File: src/rtl/ipm_pkg.sv
// Shared definitions for the IPM decoder: FSM state encoding and the GF(2^8)
// reduction polynomial used by the share multiplier.
package ipm_pkg;

  typedef enum logic [1:0] {
    IDLE  = 2'd0,
    ACCUM = 2'd1,
    DONE  = 2'd2
  } ipm_state_t;

  localparam logic [8:0] GF_POLY = 9'h11B;

endpackage

File: src/rtl/ipm_decode_serial_gmul8.sv
// Combinational GF(2^8) multiplier over GF_POLY, shift-and-add form.
import ipm_pkg::*;

module gmul8 (
  input  logic [7:0] a,
  input  logic [7:0] b,
  output logic [7:0] p
);

  logic [7:0] acc;
  logic [7:0] term;

  // term walks through a*x^i, reduced each step so it never exceeds 8 bits
  always_comb begin
    acc  = 8'h00;
    term = a;
    for (int i = 0; i < 8; i++) begin
      if (b[i]) acc = acc ^ term;
      term = {term[6:0], 1'b0} ^ (term[7] ? GF_POLY[7:0] : 8'h00);
    end
    p = acc;
  end

endmodule

File: src/rtl/ipm_decode_serial.sv
// Serial IPM decoder: x = XOR_i gmul8(L_i, c_i), one share per cycle through a
// single shared multiplier, with a valid/ready handshake on both sides.
import ipm_pkg::*;

module ipm_decode_serial #(
  parameter int V = 3
) (
  input  logic           clk,
  input  logic           rst_n,
  input  logic           in_valid,
  output logic           in_ready,
  input  logic [V*8-1:0] L,
  input  logic [V*8-1:0] c,
  output logic           out_valid,
  input  logic           out_ready,
  output logic [7:0]     x
);

  localparam int CNT_W = $clog2(V);
  localparam logic [CNT_W-1:0] LAST = CNT_W'(V - 1);

  ipm_state_t       state;
  logic [V*8-1:0]   l_reg;
  logic [V*8-1:0]   c_reg;
  logic [7:0]       acc;
  logic [CNT_W-1:0] cnt;
  logic [7:0]       l_sel;
  logic [7:0]       c_sel;
  logic [7:0]       prod;
  logic [7:0]       acc_next;

  assign l_sel    = l_reg[int'(cnt)*8 +: 8];
  assign c_sel    = c_reg[int'(cnt)*8 +: 8];
  assign acc_next = acc ^ prod;

  gmul8 u_gmul8 (
    .a (l_sel),
    .b (c_sel),
    .p (prod)
  );

  // x is loaded only when the last share lands, so partial sums never reach it
  always_ff @(posedge clk) begin
    if (!rst_n) begin
      state     <= IDLE;
      l_reg     <= '0;
      c_reg     <= '0;
      acc       <= 8'h00;
      cnt       <= '0;
      in_ready  <= 1'b1;
      out_valid <= 1'b0;
      x         <= 8'h00;
    end else begin
      case (state)
        IDLE: begin
          if (in_valid && in_ready) begin
            l_reg    <= L;
            c_reg    <= c;
            acc      <= 8'h00;
            cnt      <= '0;
            in_ready <= 1'b0;
            state    <= ACCUM;
          end
        end
        ACCUM: begin
          acc <= acc_next;
          if (cnt == LAST) begin
            x         <= acc_next;
            out_valid <= 1'b1;
            state     <= DONE;
          end else begin
            cnt <= cnt + 1'b1;
          end
        end
        DONE: begin
          if (out_ready) begin
            out_valid <= 1'b0;
            x         <= 8'h00;
            in_ready  <= 1'b1;
            state     <= IDLE;
          end
        end
        default: begin
          state     <= IDLE;
          in_ready  <= 1'b1;
          out_valid <= 1'b0;
          x         <= 8'h00;
        end
      endcase
    end
  end

endmodule

File: config.mk
export PLATFORM = sky130hd
export DESIGN_NAME = ipm_decode_serial
export DESIGN_NICKNAME = d
export VERILOG_FILES = /design/src/rtl/ipm_pkg.sv /design/src/rtl/ipm_decode_serial_gmul8.sv /design/src/rtl/ipm_decode_serial.sv
export SDC_FILE = /design/constraint.sdc
export NUM_CORES = 1
export LEC_CHECK = 0
export CAP_MARGIN = 20
export CORE_ASPECT_RATIO = 0.9
export CORE_MARGIN = 5
export CORE_UTILIZATION = 45
export DETAILED_ROUTE_END_ITERATION = 8
export HOLD_SLACK_MARGIN = 0.05
export PLACE_DENSITY_LB_ADDON = 0.05
export SYNTH_ARGS = -nofsm -noshare
export SYNTH_HDL_FRONTEND = slang
export SYNTH_SLANG_ARGS = --single-unit
File: constraint.sdc
create_clock -name clk -period 2.67 [get_ports clk]
set_clock_uncertainty 0.15 [all_clocks]
set_input_delay 0.4005 -clock clk [delete_from_list [all_inputs] [get_ports clk]]
set_output_delay 0.4005 -clock clk [all_outputs]
set_load 0.005 [all_outputs]
After elaboration in Yosys (flattened, before gate mapping)
Cells that the tools add are included.
{"block": "totals", "register_bits": 70, "out_inout_bits": 10, "word_cells": 77}
{"block": "op_classes", "n_addsub": 1, "eq_ne": 7, "shifts": 2, "mux": 33, "n_bitwise": 17, "reduce_logical": 9}
{"operator": "bitwise XOR 8 bit", "n": 15}
{"operator": "two-way mux 8 bit", "n": 11}
{"operator": "indexed part select 24 x 6 -> 8 bit", "n": 2}
{"operator": "two-way mux 5 bit", "n": 7}
{"operator": "one-hot mux 8 bit (3 select lines)", "n": 1}
{"operator": "one-hot mux 8 bit (2 select lines)", "n": 1}
{"operator": "AND reduction 3 bit", "n": 4}
{"operator": "two-way mux 2 bit", "n": 5}
{"operator": "!= test 2 bit, second input constant", "n": 4}
{"operator": "one-hot mux 1 bit (3 select lines)", "n": 2}
{"operator": "one-hot mux 2 bit (3 select lines)", "n": 1}
{"operator": "== test 2 bit, second input constant", "n": 2}
{"operator": "two-way mux 1 bit", "n": 4}
{"operator": "one-hot mux 2 bit (2 select lines)", "n": 1}
{"operator": "AND reduction 2 bit", "n": 2}
{"operator": "adder 2 x 1 -> 2 bit, second input constant", "n": 1}
{"operator": "== test 2 x 1 -> 1 bit, second input constant", "n": 1}
{"operator": "zero test 2 bit", "n": 1}
{"operator": "inverter 1 bit", "n": 2}
{"operator": "nonzero test 2 bit", "n": 1}
{"operator": "logical AND 1 bit", "n": 1}

Longest topological paths before layout
{"block": "logic_depth", "ltp_word": 20, "depth_mapped": 12, "mapped_depth_nobuf": 9}

By module
From an unflattened synthesis, not the netlist that was laid out.
{"block": "unflattened", "cells_unflattened": 541, "hier_area_um2": 4499.3}
{"mod": "ipm_decode_serial", "instances": 1, "cells_each": 372, "area_per_inst_um2": 3168.0, "seq_area_each_um2": 1401.3}
{"mod": "gmul8", "instances": 1, "cells_each": 169, "area_per_inst_um2": 1331.3, "seq_area_each_um2": 0.0}

Least setup slack after synthesis
OpenSTA, ideal clock, no wires.
{"block": "synth_timing", "kind": "flip-flop to flip-flop", "from": "reg cnt[1]", "to": "reg x[2]", "setup_ps": 62, "arrival_time_ps": 2699, "t_required_ps": 2458, "path_slack_ps": -241, "stages_incl_launch_ff": 12, "path_buffers": 2, "period_less_slack_ps": 2911, "cell_sequence": "dfxtp_1 > buf_6 > mux2i_1 > o2bb2ai_4 > buf_4 > xnor2_1 > xnor2_1 > nand2_1 > xnor2_1 > xnor3_1 > or4_1 > nand3_1"}
{"block": "synth_between", "elab_chain_len": 19}
{"item": "from (decl)", "line_no": "ipm_decode_serial.sv:26", "source": "logic [CNT_W-1:0] cnt;"}
{"item": "from (signal assigned)", "line_no": "ipm_decode_serial.sv:72", "source": "cnt <= cnt + 1'b1;"}
{"item": "indexed part select 24 x 6 -> 8 bit, on equally long branches", "line_no": "ipm_decode_serial.sv:32, ipm_decode_serial.sv:33"}
{"item": "two-way mux 8 bit (tied with other cells)", "line_no": "ipm_decode_serial_gmul8.sv:18", "source": "if (b[i]) acc = acc ^ term;"}
{"item": "bitwise XOR 8 bit, on equally long branches", "line_no": "ipm_decode_serial_gmul8.sv:18, ipm_decode_serial_gmul8.sv:19"}
{"item": "two-way mux 8 bit or bitwise XOR 8 bit (tied branches)", "line_no": "ipm_decode_serial_gmul8.sv:18, ipm_decode_serial_gmul8.sv:19"}
{"item": "bitwise XOR 8 bit", "line_no": "ipm_decode_serial_gmul8.sv:18"}
{"item": "two-way mux 8 bit", "line_no": "ipm_decode_serial_gmul8.sv:18"}
{"item": "bitwise XOR 8 bit", "line_no": "ipm_decode_serial_gmul8.sv:18"}
{"item": "two-way mux 8 bit", "line_no": "ipm_decode_serial_gmul8.sv:18"}
{"item": "[... 3 more ...]"}
{"item": "two-way mux 8 bit", "line_no": "ipm_decode_serial_gmul8.sv:18"}
{"item": "bitwise XOR 8 bit", "line_no": "ipm_decode_serial_gmul8.sv:18"}
{"item": "two-way mux 8 bit", "line_no": "ipm_decode_serial_gmul8.sv:18"}
{"item": "bitwise XOR 8 bit", "line_no": "ipm_decode_serial_gmul8.sv:18"}
{"item": "two-way mux 8 bit", "line_no": "ipm_decode_serial_gmul8.sv:18"}
{"item": "bitwise XOR 8 bit", "line_no": "ipm_decode_serial.sv:34", "source": "assign acc_next = acc ^ prod;"}
{"item": "two-way mux 8 bit", "line_no": "ipm_decode_serial.sv:67", "source": "if (cnt == LAST) begin"}
{"item": "one-hot mux 8 bit (3 select lines)", "line_no": "ipm_decode_serial.sv:54", "source": "case (state)"}
{"item": "to (signal assigned)", "line_no": "ipm_decode_serial.sv:68", "source": "x <= acc_next;"}
{"item": "to (decl)", "line_no": "ipm_decode_serial.sv:16", "source": "output logic [7:0] x"}
Parallel ways exist; a longest one is shown, timed or not. The select of a mux whose other input is x is not followed.
A chain may end at the register's enable or synchronous reset.

Worst setup path in the final report
{"block": "layout_timing", "from": "reg cnt[1]", "to": "reg x[4]"}
{"block": "layout_between", "elab_chain_len": 20}
{"item": "indexed part select 24 x 6 -> 8 bit", "line_no": "ipm_decode_serial.sv:32", "source": "assign l_sel = l_reg[int'(cnt)*8 +: 8];"}
{"item": "two-way mux 5 bit", "line_no": "ipm_decode_serial_gmul8.sv:19", "source": "term = {term[6:0], 1'b0} ^ (term[7] ? GF_POLY[7:0] : 8'h00);"}
{"item": "bitwise XOR 8 bit", "line_no": "ipm_decode_serial_gmul8.sv:19"}
{"item": "bitwise XOR 8 bit", "line_no": "ipm_decode_serial_gmul8.sv:18"}
{"item": "two-way mux 8 bit", "line_no": "ipm_decode_serial_gmul8.sv:18"}
{"item": "bitwise XOR 8 bit", "line_no": "ipm_decode_serial_gmul8.sv:18"}
{"item": "two-way mux 8 bit", "line_no": "ipm_decode_serial_gmul8.sv:18"}
{"item": "bitwise XOR 8 bit", "line_no": "ipm_decode_serial_gmul8.sv:18"}
{"item": "[... 4 more ...]"}
{"item": "two-way mux 8 bit", "line_no": "ipm_decode_serial_gmul8.sv:18"}
{"item": "bitwise XOR 8 bit", "line_no": "ipm_decode_serial_gmul8.sv:18"}
{"item": "two-way mux 8 bit", "line_no": "ipm_decode_serial_gmul8.sv:18"}
{"item": "bitwise XOR 8 bit", "line_no": "ipm_decode_serial_gmul8.sv:18"}
{"item": "two-way mux 8 bit", "line_no": "ipm_decode_serial_gmul8.sv:18"}
{"item": "bitwise XOR 8 bit", "line_no": "ipm_decode_serial.sv:34"}
{"item": "two-way mux 8 bit", "line_no": "ipm_decode_serial.sv:67"}
{"item": "one-hot mux 8 bit (3 select lines)", "line_no": "ipm_decode_serial.sv:54"}
Parallel ways exist; a longest one is shown, timed or not. The select of a mux whose other input is x is not followed.

==> qor.csv <==
stage,metric,value,unit
status,status,"finished, violations left",
status,failing checks,negative setup slack,
global_routing,grt ovf,0,
place,Port Buffer Count,61,
min_path,Hold Crit Start,c_reg[8],
die,core area,0.00917,sq mm
power_and_ir_drop,Pwr Density,515,mW/mm^2
detailed_routing,initial DRC count,148,
detailed_routing,Detail Route Antenna Nets,0,
worst_setup_path,"reg-to-reg slack, setup",-250,ps
cells_and_area,fillcell total,784,
die,Die Y,102,um
synthesis,Syn Std Cell Area,0.00423,sq mm
timing,post-route clock period utilization,1.10,
synthesis,"EDFF count, synth",0,
global_routing,vias in the first global route,3761,
timing,Final Hold Fails,0,
detailed_routing,via count of the routed design,3889,
worst_setup_path,reg2reg path depth,10,
cells_and_area,area of the multi-input gates,0.00294,sq mm
detailed_routing,DRC violations left,0,
detailed_routing,wire per inst,15.8,um
global_routing,first-pass GRT wire length,19300,um
timing,Worst-Margin Slew,548,ps
die,Die Area,0.0114,sq mm
place,detailed placer's ending HPWL,9010,um
place,routability congestion estimate,0.940,
min_path,HP Class,register to register,
power_and_ir_drop,total power,0.00310,W
global_routing,initial antenna violation count,0,
min_path,Cells on Worst Hold Path,2,
synthesis,synthesized area per cell,8.24,sq um
synthesis,asr flop ratio synth,0,
timing,Fmax achieved,0.342,GHz
worst_setup_path,CP Launch Type,register,
timing,Final Max Tran Viols,0,
global_routing,gr usage total,0.213,
detailed_routing,vias per cell,5.10,
synthesis,Synth cell types,48,
synthesis,"Seq/Total Area, Yosys",0.331,
die,FP Rows,33,
synthesis,Synth Flop Type,dfxtp_1,
timing,clock period minus worst slack,2920,ps
cells_and_area,ANT cells,0,
timing,RSZ-0062 raised after global routing,true,
synthesis,Synth area leaders,"dfxtp_1 33%, nand2_1 13%, a21oi_1 7.8%",
clock_tree,CTS Root Cell,clkbuf_8,
worst_setup_path,crit path max fanout,10,
timing,hold_ws,304,ps
synthesis,Synth area leader,dfxtp_1,
timing,"Setup violations, final",15,
cells_and_area,Layout Area Growth over Synthesis,42.2,%
synthesis,"FF+latch count, synth",70,
cells_and_area,most frequent cells in the layout,"148 x nand2_1, 72 x buf_4, 69 x dfxtp_1, 63 x a21oi_1, 61 x clkdlybuf4s50_1",
worst_setup_path,R2R Path Start,cnt[1],
cells_and_area,sequential cell area,0.00141,sq mm
synthesis,Mapped Nets,567,
die,Die Width,112,um
job,max-cap violations,0,
cells_and_area,final core occ,0.657,
clock_tree,CTS H-tree depth,3,
timing,Max-slew headroom,0.635,
timing,PnR worst setup slack,-254,ps
cells_and_area,Nets,688,
clock_tree,clk buf depth,2,
synthesis,top-area cell type share of the netlist area,0.331,
worst_setup_path,crit path kind,register to register,
clock_tree,clk sink count,70,
clock_tree,CTS Buf Count,9,
synthesis,Synth warnings,0,
worst_setup_path,WP data arrival,3050,ps
synthesis,Gate Count Post-Synth,514,
worst_setup_path,crit path capture type,register,
worst_setup_path,reg2reg end,x[4],
min_path,hold endpoint,c_reg[8],
cells_and_area,share of layout cells above drive strength 1,0.234,
detailed_routing,DRT Pass-1 Iters,5,
die,Ports,62,
clock_tree,Skew-Pair Late Insertion Delay,340,ps
power_and_ir_drop,Leak,2.34,nW
power_and_ir_drop,peak supply drop,278,uV
timing,Fin Setup TNS,-2380,ps
detailed_routing,Post-Route WL,12000,um
clock_tree,TritonCTS clock tree,yes,
die,initial core utilization,0.462,
global_routing,largest net degree at the start of global routing,55,
clock_tree,hold_buf cts,0,
clock_tree,"Reg clk slew, reported paths",80,ps
cells_and_area,"commonest non-fill, non-tap cell in the layout",nand2_1,
worst_setup_path,Critical Path RT,2790,ps
==> worst max path at each step <==
stage	startpoint	end
after global placement	cnt[1]	acc[6]
after CTS	cnt[1]	x[4]
after floorplan	cnt[1]	acc[4]
after detailed placement	cnt[1]	x[4]
final	cnt[1]	x[4]
after global routing	cnt[1]	x[4]
==> metrics by stage <==
stage	cells	worst slack [ps]	instance area [sq um]
after floorplan	514	-92.6	4310
after CTS	754	-233	5870
after detailed placement	735	-314	5460
after global placement	735	-280	5460
final	762	-254	6020
after global routing	762	-384	6020
==> synth_stat cells, drive strengths merged (3+ instances only) <==
library cell	number
a32o	3
xor2	18
a21oi	66
o2bb2ai	9
a211o	3
o211ai	4
dfxtp	70
clkbuf	24
inv	3
nor2	21
xnor2	40
a21o	4
nor3	4
nand2	150
buf	9
nand2b	5
o21ai	6
nor2b	4
o22ai	5
mux2i	19
nand3	11
xnor3	11
==> power breakdown <==
part / total [W] / switching [W] / internal (W) / leakage [nW]
clock network: 0.000901 / 0.000438 / 0.000463 / 0.100
logic: 0.00104 / 0.000490 / 0.000554 / 1.67
registers: 0.00116 / 0.0000534 / 0.00111 / 0.572
total: 0.00310 / 0.000981 / 0.00212 / 2.34
==> final cells by class <==
type,count,area share
multi-input combinational,408,0.488
sequential,70,0.233
timing repair buffer,143,0.217
tap,122,0.0254
clock buffer,10,0.0229
clock inverter,6,0.0116
inverter,3,0.00187
==> metal layers <==
metal  vias to the layer above  GRT usage  routed length (um)
met5                         -          0                   0
met4                         0     0.0462                  91
met3                        13     0.0444                 605
met2                        85      0.342                5460
met1                      1804      0.300                5850
li1                       1987          -                   -
==> worst max-delay path, cell delays in order (launching register included) <==
cell       delay (ps)
dfxtp_4           440
buf_12            180
mux2i_4           260
o2bb2ai_4         130
xnor2_2           260
xnor2_2           120
a211o_1           300
and3_4            190
o211a_1           220
or4_4             420
a31oi_1           180
==> timing repair <==
action                                  CTS  global route
pin swaps                                 5             2
resized for setup                        29            12
setup buffers                             3             8
endpoints found under the setup margin   16            16
==> cell families after synthesis <==
group / synth area share
compound gates: 0.187
fa+ha+maj: 0.00296
simple gates: 0.198
mux: 0.0449
xor+xnor: 0.193
buf+inv: 0.0426
flops: 0.331
(Power assumes the default switching activity.)
